[src/rtl/uart_pkg.sv]
// Shared UART definitions: receiver FSM states, frame geometry, default bit timing,
// and the 2-of-3 vote used when UART_RX_MAJORITY_EN is defined.
package uart_pkg;

    localparam int DATA_BITS            = 8;
    localparam int CLKS_PER_BIT_DEFAULT = 868;

    typedef enum logic [2:0] {
        IDLE,
        START,
        DATA,
        STOP,
        BREAK
    } uart_rx_state_t;

    function automatic logic maj3(input logic a, input logic b, input logic c);
        return (a & b) | (a & c) | (b & c);
    endfunction

endpackage

[src/rtl/sync2.sv]
// Two-flop synchronizer for asynchronous single-bit inputs (UART rx, PS/2 clk/data).
// RESET_VAL sets the line's idle level so a reset never produces a false edge.
module sync2 #(
    parameter logic RESET_VAL = 1'b1
) (
    input  logic clk,
    input  logic rst_n,
    input  logic d,
    output logic q
);

    logic meta_q, meta_d;
    logic sync_q, sync_d;

    always_comb begin
        meta_d = d;
        sync_d = meta_q;
    end

    always_ff @(posedge clk or negedge rst_n) begin
        if (!rst_n) begin
            meta_q <= RESET_VAL;
            sync_q <= RESET_VAL;
        end else begin
            meta_q <= meta_d;
            sync_q <= sync_d;
        end
    end

    assign q = sync_q;

endmodule

[src/rtl/uart_rx.sv]
// 8N1 UART receiver with bit-centre sampling, frame-error detection and break handling.
// Optional macro UART_RX_MAJORITY_EN: 2-of-3 vote around each bit centre (+1 cycle latency).
module uart_rx
    import uart_pkg::*;
#(
    parameter int CLKS_PER_BIT = CLKS_PER_BIT_DEFAULT
) (
    input  logic       clk,
    input  logic       rst_n,
    input  logic       rx,
    output logic [7:0] data,
    output logic       finish,
    output logic       frame_err
);

    localparam int TIMER_W = $clog2(CLKS_PER_BIT);
    localparam int CNT_W   = $clog2(DATA_BITS);

`ifdef UART_RX_MAJORITY_EN
    localparam int DECIDE_LAG = 1;
`else
    localparam int DECIDE_LAG = 0;
`endif

    // The lag shifts the start decision by one cycle; every later bit inherits the shift,
    // so data/stop still decide at the end of their bit period.
    localparam logic [TIMER_W-1:0] START_AT = TIMER_W'(CLKS_PER_BIT / 2 - 1 + DECIDE_LAG);
    localparam logic [TIMER_W-1:0] BIT_END  = TIMER_W'(CLKS_PER_BIT - 1);
    localparam logic [CNT_W-1:0]   LAST_BIT = CNT_W'(DATA_BITS - 1);

    logic rx_s;
    logic sample;

    sync2 #(
        .RESET_VAL(1'b1)
    ) u_sync (
        .clk  (clk),
        .rst_n(rst_n),
        .d    (rx),
        .q    (rx_s)
    );

`ifdef UART_RX_MAJORITY_EN
    logic [1:0] hist_q, hist_d;

    always_comb begin
        hist_d = {hist_q[0], rx_s};
        sample = maj3(hist_q[1], hist_q[0], rx_s);
    end

    always_ff @(posedge clk or negedge rst_n) begin
        if (!rst_n) begin
            hist_q <= 2'b11;
        end else begin
            hist_q <= hist_d;
        end
    end
`else
    assign sample = rx_s;
`endif

    uart_rx_state_t         state_q, state_d;
    logic [TIMER_W-1:0]     timer_q, timer_d;
    logic [CNT_W-1:0]       bit_cnt_q, bit_cnt_d;
    logic [DATA_BITS-1:0]   shift_q, shift_d;
    logic [DATA_BITS-1:0]   data_q, data_d;
    logic                   finish_q, finish_d;
    logic                   frame_err_q, frame_err_d;

    always_comb begin
        state_d     = state_q;
        timer_d     = timer_q + TIMER_W'(1);
        bit_cnt_d   = bit_cnt_q;
        shift_d     = shift_q;
        data_d      = data_q;
        finish_d    = 1'b0;
        frame_err_d = 1'b0;

        case (state_q)
            IDLE: begin
                timer_d   = '0;
                bit_cnt_d = '0;
                if (!rx_s) begin
                    state_d = START;
                end
            end

            START: begin
                if (timer_q == START_AT) begin
                    timer_d = '0;
                    state_d = sample ? IDLE : DATA;
                end
            end

            DATA: begin
                if (timer_q == BIT_END) begin
                    timer_d   = '0;
                    shift_d   = {sample, shift_q[DATA_BITS-1:1]};
                    bit_cnt_d = bit_cnt_q + CNT_W'(1);
                    if (bit_cnt_q == LAST_BIT) begin
                        state_d = STOP;
                    end
                end
            end

            STOP: begin
                if (timer_q == BIT_END) begin
                    timer_d = '0;
                    if (sample) begin
                        data_d   = shift_q;
                        finish_d = 1'b1;
                        state_d  = IDLE;
                    end else begin
                        frame_err_d = 1'b1;
                        state_d     = BREAK;
                    end
                end
            end

            BREAK: begin
                // A held-low line must go idle before another start bit is accepted.
                timer_d = '0;
                if (rx_s) begin
                    state_d = IDLE;
                end
            end

            default: begin
                timer_d = '0;
                state_d = IDLE;
            end
        endcase
    end

    always_ff @(posedge clk or negedge rst_n) begin
        if (!rst_n) begin
            state_q     <= IDLE;
            timer_q     <= '0;
            bit_cnt_q   <= '0;
            shift_q     <= '0;
            data_q      <= '0;
            finish_q    <= 1'b0;
            frame_err_q <= 1'b0;
        end else begin
            state_q     <= state_d;
            timer_q     <= timer_d;
            bit_cnt_q   <= bit_cnt_d;
            shift_q     <= shift_d;
            data_q      <= data_d;
            finish_q    <= finish_d;
            frame_err_q <= frame_err_d;
        end
    end

    assign data      = data_q;
    assign finish    = finish_q;
    assign frame_err = frame_err_q;

endmodule

[config.mk]
export PLATFORM = sky130hd
export DESIGN_NAME = uart_rx
export DESIGN_NICKNAME = d
export VERILOG_FILES = /design/src/rtl/uart_pkg.sv /design/src/rtl/sync2.sv /design/src/rtl/uart_rx.sv
export SDC_FILE = /design/constraint.sdc
export NUM_CORES = 1
export LEC_CHECK = 0
export ABC_AREA = 1
export BUFFER_PORTS_ARGS = -buffer_cell sky130_fd_sc_hd__buf_2
export CORE_ASPECT_RATIO = 2
export CORE_MARGIN = 8
export CORE_UTILIZATION = 53
export DETAILED_ROUTE_END_ITERATION = 7
export PLACE_DENSITY = 0.8
export SYNTH_ARGS = -nofsm -noshare
export SYNTH_HDL_FRONTEND = slang
export SYNTH_HIERARCHICAL = 1
export SYNTH_SLANG_ARGS = --single-unit
export TNS_END_PERCENT = 30
[constraint.sdc]
create_clock -name clk -period 1.47 [get_ports clk]
set_clock_uncertainty 0.05 [all_clocks]
set_input_delay 0.147 -clock clk [delete_from_list [all_inputs] [get_ports clk]]
set_output_delay 0.147 -clock clk [all_outputs]
set_load 0.1 [all_outputs]
# [Word level (Yosys, flattened, before mapping)]
# Index checks and enable logic that the tools add are counted.
[op_classes] add_sub_neg=2 eq_ne=13 mux=20 reduce_logical=7
[ops] operator="$mux W3" count=8
[ops] operator="$mux W10" count=2
[ops] operator="$pmux W10 S2" count=1
[ops] operator="$pmux W3 S5" count=1
[ops] operator="$add A10 B1 Y10 const B" count=1
[ops] operator="$eq A10 B10 Y1 const B" count=1
[ops] operator="$eq A10 B9 Y1 const B" count=1
[ops] operator="$ne A2 B2 Y1 const B" count=5
[ops] operator="$eq A3 B2 Y1 const B" count=2
[ops] operator="$eq A3 B3 Y1 const B" count=2
[ops] operator="$mux W1" count=6
[ops] operator="$pmux W3 S2" count=1
[ops] operator="$reduce_and A6 Y1" count=1
[ops] operator="$reduce_and A2 Y1" count=2
[ops] operator="$add A3 B1 Y3 const B" count=1
[ops] operator="$eq A3 B1 Y1 const B" count=1
[ops] operator="$logic_not A3 Y1" count=1
[ops] operator="$reduce_and A3 Y1" count=1
[ops] operator="$mux W2" count=1
[ops] operator="$ne A2 B1 Y1 const B" count=1
[ops] operator="$reduce_bool A2 Y1" count=1
[ops] operator="$reduce_or A2 Y1" count=1
[word_totals] regBits=36 inputBits=3

# [Longest topological paths before layout]
[depth] word_depth=4 ltp_mapped=10 mapped_depth_nobuf=9

# [Cells and area by module]
# The synthesis kept the hierarchy.
[modules_own_cells] mod="uart_rx" instances=1 cells_each=188 area_each_um2=1676.6
[modules_own_cells] mod="sync2" instances=1 cells_each=2 area_each_um2=52.6

# [Least setup slack after synthesis]
# Ideal clock, no wire load.
[synth_path] path_type="register -> register" start="register timer_q[0]" end="register data_q[5] (netlist: data[5])" setup_ns=0.121 arrival_time_ns=1.271 required_time_ns=1.299 setup_slack_ns=0.027 path_stages_with_launch=10 synth_period_minus_slack_ns=1.443 path_cell_list="dfrtp_1 -> ha_1 -> nand2_1 -> inv_1 -> nand3_2 -> nor2_4 -> nand3_4 -> buf_6 -> nand2_2 -> o21ai_2"
[synth_via] elab_chain_len=2
[synth_rtl] item="from (decl)" line_no="uart_rx.sv:63" source="logic [TIMER_W-1:0] timer_q, timer_d;"
[synth_rtl] item="from (signal assigned)" line_no="uart_rx.sv:146" source="timer_q <= timer_d;"
[synth_rtl] item="$eq A10 B10 Y1" line_no="uart_rx.sv:107" source="if (timer_q == BIT_END) begin"
[synth_rtl] item="$reduce_and A3 Y1 (no line)"
[synth_rtl] item="to (signal assigned)" line_no="uart_rx.sv:149" source="data_q <= data_d;"
[synth_rtl] item="to (decl)" line_no="uart_rx.sv:66" source="logic [DATA_BITS-1:0] data_q, data_d;"
# Every way passes these cells.
# A chain may end at the register's enable or synchronous reset.

# [Final worst setup path]
[layout_path] start="register timer_q[1]" end="register state_q[1]"
[layout_via] elab_chain_len=3
[layout_rtl] item="$eq A10 B10 Y1 / $eq A10 B9 Y1 (equally long branches)" line_no="uart_rx.sv:96, uart_rx.sv:107, uart_rx.sv:89"
[layout_rtl] item="$ne A2 B2 Y1 (no line)"
[layout_rtl] item="$reduce_and A6 Y1 (no line) *"
[layout_rtl] item="to (signal assigned)" line_no="uart_rx.sv:145" source="state_q <= state_d;"
[layout_rtl] item="to (decl)" line_no="uart_rx.sv:62" source="uart_rx_state_t state_q, state_d;"
# Every way passes the cells marked *; elsewhere a longest branch is shown, timed or not.

==> results.sh <==
export IMPL_cts_tree="built"
export IMPL_slew_viol_final=0
export IMPL_cts_sinks=36
export IMPL_drc=0
export IMPL_drt_wl_total_mm=3.79
export IMPL_ys_types=25
export IMPL_synth_edf_count=0
export IMPL_pwr_share_comb_pct=1.6
export IMPL_synth_most_common_cell="nand2_1"
export IMPL_dp_cells=244
export IMPL_netSwitchingPower_uw=404
export IMPL_syn_cell_area_um2=1730
export IMPL_syn_num_nets=197
export IMPL_total_power_mw=2.26
export IMPL_place_congestion=0.839
export IMPL_post_place_ws_ns=-0.0573
export IMPL_use_met2_pct=24.0
export IMPL_finalSetupViolCount=3
export IMPL_hpwl_mm=2.36
export IMPL_p_leak_nw=1.13
export IMPL_p_clk_share_pct=54.2
export IMPL_multi_input_area_um2=769
export IMPL_die_h_um=96.8
export IMPL_num_vias=1424
export IMPL_crit_path_max_incr_delay_ns=0.40
export IMPL_synth_top_area_share_pct=49.2
export IMPL_hold_viol=0
export IMPL_n_antenna_cell=0
export IMPL_drive_gt1_share_pct=38.7
export IMPL_worst_path_max_delay_cell="dfrtp_1"
export IMPL_grt_antenna_before_repair=0
export IMPL_grtUsageMet1_pct=13.5
export IMPL_clk_pin_slew_ns=0.08
export IMPL_path_max_fanout=6
export IMPL_die_w_um=56.4
export IMPL_grt_total_usage_pct=13.8
export IMPL_whs_ns=0.283
export IMPL_endpoint_kind="register"
export IMPL_fin_cells=261
export IMPL_ys_seq_elements=36
export IMPL_gr_total_overflow=0
export IMPL_top_usage_layer="met2"
export IMPL_initialDrtViolationCount=25
export IMPL_fill_cells=236
export IMPL_p_seq_share_pct=44.2
export IMPL_tightest_slew_ns=0.491
export IMPL_rsz0062_at_grt="yes"
export IMPL_cp_cell_sequence="buf_4 -> inv_4 -> ha_4 -> nand2_2 -> nor2_2 -> nand3_2 -> nand2_4 -> buf_4 -> nand4_1 -> nand2_1"
export IMPL_finalNetCount=236
export IMPL_crit_arrival_ns=1.67
export IMPL_synthTopCellsByArea="dfrtp_1 49%, nand2_1 10%, o21ai_2 6.6%"
export IMPL_synth_main_ff_cell="dfrtp_1"
export IMPL_grt_pass1_wl_mm=6.27
export IMPL_portBuffers=12
export IMPL_hp_class="in2async"
export IMPL_ir_drop_uv=1340
export IMPL_grt_pass1_vias=1472
export IMPL_core_area_um2=3160
export IMPL_fin_ws_ns=-0.00699
export IMPL_violations="setup timing"
export IMPL_ys_top_cells_by_count="47 x nand2_1, 34 x dfrtp_1, 24 x inv_1"
export IMPL_register_area_um2=903
export IMPL_vias_per_cell=5.46
export IMPL_firstDrtPassIters=4
export IMPL_start_util_pct=54.8
export IMPL_avgSynthCellArea_um2=9.10
export IMPL_fp_dieArea_um2=5460
export IMPL_std_cell_rows=29
export IMPL_antenna_left=0
export IMPL_max_freq_mhz=677
export IMPL_post_route_min_period_ns=1.48
export IMPL_numCtsBuffers=5
export IMPL_status="finished with violations"
export IMPL_synth_cells=190
export IMPL_grt_max_degree=37
export IMPL_cts_path_max_buffers=2
export IMPL_synth_seq_area_share_pct=52.2
export IMPL_io_pins=13
export IMPL_p_per_area_nw_per_um2=1000
export IMPL_switching_share_pct=17.9
export IMPL_post_drt_wl_per_cell_um=14.5
export IMPL_ys_warn_count=6
export IMPL_cts_root_buf="clkbuf_8"
export IMPL_path_class="reg2reg"
export IMPL_crit_path_start_kind="register"
export IMPL_min_period_over_period_pct=100
export IMPL_htree_levels=2
export IMPL_required_ns=1.66
export IMPL_async_reset_ff_share_pct=100
export IMPL_p_int_mw=1.86
export IMPL_yosys_area_top_type="dfrtp_1"
export IMPL_synthToLayoutAreaGrowth_pct=30.3
export IMPL_finish_utilization_pct=71.4
export IMPL_cpMostUsedCell="buf_4"
export IMPL_grt_util_met3_pct=4.32
export IMPL_max_slew_margin_pct=67.5
export IMPL_worstSkewPairLatency_ns=0.30
export IMPL_maxCapViolCount=0
[layout by cell type (no fill, tap or decap), drive strengths merged, types with 2 or more instances in the layout]
cell type    instances
nand3               17
buf                 34
a21oi                9
bufinv               3
nor2                14
xor2                 5
dfrtp               34
o21ai               18
nand4                3
clkbuf               5
inv                 24
nand2               52
dlygate4sd3          2
ha                   4
dfstp                2
[area by class of cell]
class                   instances  share of cell area (%)
repair buffers                 36                    12.7
clock inverters                 3                    4.00
well taps                      31                    1.72
flip-flops and latches         36                    40.1
inverters                      25                    4.33
multi-input cells             125                    34.1
clock buffers                   5                    3.05
[per-stage QoR]
step / setup TNS, ns / cell area [um2]
5_1_grt: -1.83 / 2250
6_report: -0.0196 / 2250
4_1_cts: -0.0474 / 2170
3_3_place_gp: -0.00507 / 1910
2_1_floorplan: 0 / 1730
3_5_place_dp: -0.605 / 1910
[logic make-up (layout without fill, tap and decap cells)]
group | Yosys count | after routing | share of synthesized area [%]
AO/OA/AOI/OAI | 28 | 28 | 11.0
flip-flops | 36 | 36 | 52.2
XOR/XNOR | 6 | 6 | 3.04
AND/OR/NAND/NOR | 86 | 87 | 22.6
adder cells (fa/ha/maj) | 4 | 4 | 2.89
buffers and inverters | 30 | 69 | 8.18
[metal layers]
layer / vias to the layer above / wire length [um]
met5: - / 0
li1: 685 / -
met2: 41 / 2070
met1: 683 / 1400
met3: 15 / 165
met4: 0 / 154
[final timing paths]
path / from / end / slack (ns) / depth (start not counted)
worst min-delay path: rst_n / state_q[1] / 0.28 / 3
worst max-delay path: timer_q[1] / state_q[1] / -0.007 / 10
worst max register to register: timer_q[1] / state_q[1] / -0.007 / 10
max in group asynchronous: rst_n / u_sync/q / 0.82 / 3
worst min register to register: u_sync/meta_q / u_sync/q / 0.31 / 0
min in group clk: u_sync/meta_q / u_sync/q / 0.31 / 0
[worst max-delay path: cells and delay by family (launching register included)]
family,cells,cell delay [ns]
adder cells (fa/ha/maj),1,0.13
flip-flops,1,0.40
buffers and inverters,3,0.31
AND/OR/NAND/NOR,6,0.52
[flip-flops by register name, indices dropped and copies added, names as in the netlist, 3 cells and up]
| signal | cells |
|---|---|
| data | 8 |
| state_q | 3 |
| bit_cnt_q | 3 |
| shift_q | 8 |
| timer_q | 10 |
[power groups by stage]
stage	Clock, mW	Sequential, mW	Combinational, mW
after floorplan	0	1.02	0.00350
after global placement	0	1.02	0.0323
after detailed placement	0	1.02	0.0329
final	1.23	0.999	0.0362
after CTS	1.23	0.998	0.0374
after global routing	1.27	0.999	0.0416
[timing repair]
item | CTS | global route
pin swaps | 4 | 6
setup buffers | 4 | 2
hold buffers | 2 | 0
endpoints found under the setup margin | 29 | 31
gates resized for setup | 10 | 20
gates cloned | 1 | 0
endpoints found under the hold margin | 37 | 0
Note: power is estimated with default switching activity, not from simulation.
